<file path="src/rtl/alu_pkg.sv">
// rtl/alu_pkg.sv - shared ALU widths and opcodes for the ALU, its result FIFO and benches
package alu_pkg;

    localparam int DATA_W = 8;
    localparam int OP_W   = 2;

    typedef enum logic [OP_W-1:0] {
        OP_ADD = 2'b00,
        OP_SUB = 2'b01,
        OP_AND = 2'b10,
        OP_OR  = 2'b11
    } alu_op_e;

endpackage

</file>
<file path="src/rtl/fifo_ptr.sv">
// rtl/fifo_ptr.sv - wrap-around pointer register with increment enable and flush
//
// Ports:
//   clk  - system clock
//   rst  - asynchronous active-low reset
//   clr  - synchronous flush to zero, wins over inc
//   inc  - advance pointer by one this cycle
//   ptr  - current pointer value, wraps naturally at 2**W
module fifo_ptr #(
    parameter int W = 2
) (
    input  logic         clk,
    input  logic         rst,
    input  logic         clr,
    input  logic         inc,
    output logic [W-1:0] ptr
);

    always_ff @(posedge clk or negedge rst) begin
        if (!rst) begin
            ptr <= '0;
        end else if (clr) begin
            ptr <= '0;
        end else if (inc) begin
            ptr <= ptr + W'(1);
        end
    end

endmodule

</file>
<file path="src/rtl/alu_result_fifo.sv">
// rtl/alu_result_fifo.sv - first-word-fall-through FIFO buffering ALU result words
//
// Ports:
//   clk, rst (async active-low), clr (sync flush)
//   in_data/in_valid/in_ready     - write side, valid/ready
//   out_data/out_valid/out_ready  - read side, fall-through head word
//   count, full, empty            - occupancy and status
//   ovf                           - sticky: write attempted while full
module alu_result_fifo
    import alu_pkg::*;
#(
    parameter int DATA_W_P = DATA_W,
    parameter int DEPTH    = 4,
    parameter int CNT_W    = $clog2(DEPTH) + 1
) (
    input  logic                clk,
    input  logic                rst,
    input  logic                clr,
    input  logic [DATA_W_P-1:0] in_data,
    input  logic                in_valid,
    output logic                in_ready,
    output logic [DATA_W_P-1:0] out_data,
    output logic                out_valid,
    input  logic                out_ready,
    output logic [CNT_W-1:0]    count,
    output logic                full,
    output logic                empty,
    output logic                ovf
);

    localparam int PTR_W = $clog2(DEPTH);

    logic [DATA_W_P-1:0] mem [DEPTH];
    logic [PTR_W-1:0]    wr_ptr;
    logic [PTR_W-1:0]    rd_ptr;
    logic                push;
    logic                pop;

    // Status comes only from registered count, so out_ready never reaches in_ready.
    assign full      = (count == CNT_W'(DEPTH));
    assign empty     = (count == '0);
    assign in_ready  = ~full;
    assign out_valid = ~empty;
    assign out_data  = empty ? '0 : mem[rd_ptr];

    assign push = in_valid & in_ready;
    assign pop  = out_valid & out_ready;

    fifo_ptr #(.W(PTR_W)) u_wr_ptr (
        .clk (clk),
        .rst (rst),
        .clr (clr),
        .inc (push),
        .ptr (wr_ptr)
    );

    fifo_ptr #(.W(PTR_W)) u_rd_ptr (
        .clk (clk),
        .rst (rst),
        .clr (clr),
        .inc (pop),
        .ptr (rd_ptr)
    );

    // Storage is deliberately not reset; empty masks stale contents on out_data.
    always_ff @(posedge clk) begin
        if (push && !clr) begin
            mem[wr_ptr] <= in_data;
        end
    end

    always_ff @(posedge clk or negedge rst) begin
        if (!rst) begin
            count <= '0;
        end else if (clr) begin
            count <= '0;
        end else if (push && !pop) begin
            count <= count + CNT_W'(1);
        end else if (pop && !push) begin
            count <= count - CNT_W'(1);
        end
    end

    always_ff @(posedge clk or negedge rst) begin
        if (!rst) begin
            ovf <= 1'b0;
        end else if (clr) begin
            ovf <= 1'b0;
        end else if (in_valid && full) begin
            ovf <= 1'b1;
        end
    end

endmodule

</file>
<file path="config.mk">
export PLATFORM = sky130hd
export DESIGN_NAME = alu_result_fifo
export DESIGN_NICKNAME = d
export VERILOG_FILES = /design/src/rtl/alu_pkg.sv /design/src/rtl/fifo_ptr.sv /design/src/rtl/alu_result_fifo.sv
export SDC_FILE = /design/constraint.sdc
export NUM_CORES = 1
export LEC_CHECK = 0
export CAP_MARGIN = 20
export CORE_AREA = 10 10 72 74
export CTS_BUF_LIST = sky130_fd_sc_hd__clkbuf_8
export CTS_CLUSTER_SIZE = 20
export DETAILED_ROUTE_END_ITERATION = 12
export DIE_AREA = 0 0 82 84
export GPL_ROUTABILITY_DRIVEN = 0
export HOLD_SLACK_MARGIN = 0.05
export MAX_ROUTING_LAYER = met4
export PLACE_DENSITY = 0.75
export REMOVE_ABC_BUFFERS = 1
export SKIP_CTS_REPAIR_TIMING = 1
export SLEW_MARGIN = 10
export SYNTH_ARGS = -nofsm -noshare
export SYNTH_HDL_FRONTEND = slang
export SYNTH_SLANG_ARGS = --single-unit
export TNS_END_PERCENT = 50
</file>
<file path="constraint.sdc">
create_clock -name clk -period 2 [get_ports clk]
set_input_delay 0.3 -clock clk [delete_from_list [all_inputs] [get_ports clk]]
set_output_delay 0.3 -clock clk [all_outputs]
set_load 0.005 [all_outputs]
</file>
==> results_dict.tcl <==
set metrics [dict create \
    port_buffers 28 \
    violations "negative setup slack" \
    drive_gt1_frac 0.2619 \
    layout_min_cycle_time_ns 2.093 \
    synth-seq-cells 40 \
    power_mw 2.613 \
    finClkSkew_ns 0.005226 \
    syn_area_um2 1784 \
    die-height_um 84 \
    hp-class "input port to asynchronous set/reset pin" \
    ys_seq_area_frac 0.6508 \
    hold_viol 0 \
    area_growth_pct 35.90 \
    worstSetupPathType "flop to primary output" \
    routedWlPerCell_um 16.50 \
    finalSetupViolations 3 \
    die_area_um2 6888 \
    track_usage 0.1140 \
    worst_slack_ns -0.09305 \
    die_w_um 82 \
    synth_cells 116 \
    maxSlewViolCount 0 \
    drv_cap 0 \
    crit_path_end_kind "primary output" \
    powerDensity_nw_per_um2 1077 \
    clk_pin_slew_worst_paths_ns 0.08 \
    critPathArrivalTime_ns 1.79 \
    status "finished with violations" \
    synth_cell_type_count 29 \
    finalWirelength_um 3596 \
    reg2reg_slack_ns 0 \
    initial_core_util 0.4627 \
    r2r_start "count[0]" \
    r2r-end "count[2]" \
    hpwl_um 2712 \
    max-slew-margin-rel 0.7211 \
    antenna_found_initial 0 \
    grt_max_degree 14 \
    vias 1116 \
    cts.sinks 40 \
    grt_pass1_wl_um 5961 \
    htreeDepth 2 \
    drt_iter0_drc 69 \
    path_max_fanout 4 \
    cp-start-kind "flop" \
    gr-total-overflow 0 \
    cts_tree "done" \
    peakVddDrop_uv 698.2 \
    n_antenna_cell 0 \
    r2r_cells 6 \
    dr.pass1.iters 4 \
    whs_ns 0.3001 \
    worstMarginPinSlew_ns 0.4131 \
    ios 29 \
    clockBufferDepth 2 \
    grt_pass1_vias 1252 \
    rsz0062_at_grt "yes" \
    avgSynthCellArea_um2 15.38 \
    fin_nets 185 \
    synth_warnings 0 \
    via_per_inst 5.119 \
    period_share 1.047 \
    clock_latency_ns 0.29 \
    cts_buffers 5 \
    cts-root-buf "clkbuf_8" \
    core_area_um2 3856 \
    rows 23 \
    fmax_ghz 0.4778 \
    drtAntennaViolNets 0 \
    drc 0 \
    cp.required_ns 1.70 \
    leakage_nw 1.014 \
]
==> layout by cell type (no fill, tap or decap), types with 3 or more instances in the layout <==
cell type / synthesis / final
edfxtp_1: 32 / 32
clkdlybuf4s50_1: 0 / 18
buf_4: 0 / 14
nor2_1: 10 / 10
inv_1: 8 / 8
mux4_2: 8 / 8
dfrtp_1: 8 / 8
dlymetal6s2s_1: 0 / 7
and2b_1: 5 / 5
clkbuf_8: 0 / 5
nor2b_1: 4 / 4
and2_1: 4 / 4
o21ai_0: 4 / 4
ha_1: 4 / 4
buf_12: 0 / 4
buf_6: 1 / 4
a21oi_1: 3 / 3
==> routing by layer <==
metal  part of all wire  track usage
met5                  0            -
met4              0.013      0.04489
met3              0.030      0.03233
met2               0.52       0.1997
met1               0.43       0.1142
==> cells by family after synthesis <==
logic type / synth area share
AOI/OAI and AO/OA: 0.04769
xor gates and xnor gates: 0.009819
adders and majority gates: 0.03927
buffers and inverters: 0.03506
DFF: 0.6508
muxes: 0.1192
and+or+nand+nor: 0.09818
==> power by group <==
group          internal (mW)  switching, mW  leakage, nW
clock network          0.243          0.271       0.0479
logic                  0.649          0.424        0.569
registers              0.971         0.0542        0.398
total                   1.86          0.749         1.01
==> worst max-delay path by stage <==
| stage | cells after the start | endpoint | from | slack (ns) |
|---|---|---|---|---|
| 6_report | 6 | out_data[0] | u_rd_ptr.ptr[0] | -0.09 |
| 3_3_place_gp | 7 | count[2] | in_valid | 0.002 |
| 5_1_grt | 6 | out_data[0] | u_rd_ptr.ptr[0] | -0.19 |
| 2_1_floorplan | 6 | count[2] | count[1] | -0.003 |
| 3_5_place_dp | 7 | count[2] | in_valid | -0.07 |
| 4_1_cts | 4 | out_data[2] | u_rd_ptr.ptr[0] | -0.32 |
==> metrics by stage <==
stage / worst slack, ns / instance area (µm²) / TNS, ns / utilization / instances
after floorplan: -0.003460 / 1752 / -0.003460 / - / 110
after global placement: 0.001946 / 2280 / 0 / 0.5912 / 206
after detailed placement: -0.06574 / 2280 / -0.06574 / 0.5912 / 206
after CTS: -0.3163 / 2367 / -2.503 / 0.6139 / 214
after global routing: -0.1896 / 2425 / -0.5001 / 0.6288 / 218
final: -0.09305 / 2425 / -0.1133 / 0.6288 / 218
==> flip-flops by register name, summed over array words and instances (netlist names) <==
name          count
mem              32
count             3
u_rd_ptr.ptr      2
ovf               1
u_wr_ptr.ptr      2
==> synth_stat cells, drive strengths merged <==
master / instances / area [µm²]
mux2i: 1 / 10.01
a21oi: 3 / 15.01
nor3: 3 / 15.01
mux4: 8 / 180.2
o21a: 1 / 7.510
nor2: 10 / 37.54
and2b: 5 / 37.54
clkbuf: 3 / 11.26
buf: 3 / 21.27
nor3b: 1 / 7.510
inv: 8 / 30.03
mux2: 2 / 22.52
dfrtp: 8 / 200.2
a221o: 1 / 10.01
nand3: 2 / 10.01
o311ai: 1 / 8.760
edfxtp: 32 / 960.9
o31ai: 1 / 7.510
fa: 1 / 20.02
nor2b: 4 / 25.02
nand4: 1 / 6.260
and2: 4 / 25.02
ha: 4 / 50.05
a31oi: 1 / 6.260
xor2: 2 / 17.52
or3b: 1 / 11.26
a311o: 1 / 10.01
o21ai: 4 / 20.02
==> area by class of cell <==
cell class,instances,area [µm²]
clock buffers,5,68.82
clock inverters,3,18.77
fillers,294,1431
inverters,8,30.03
flip-flops and latches,40,1161
well taps,50,62.56
multi-input cells,62,570.5
repair buffers,50,513.0
==> critical path: stages, from the launching register on <==
cell     delay (ns)
dfrtp_1        0.43
buf_6          0.14
buf_6          0.10
buf_6          0.08
mux4_2         0.47
and2b_1        0.17
buf_2          0.12
(Power assumes the default switching activity.)
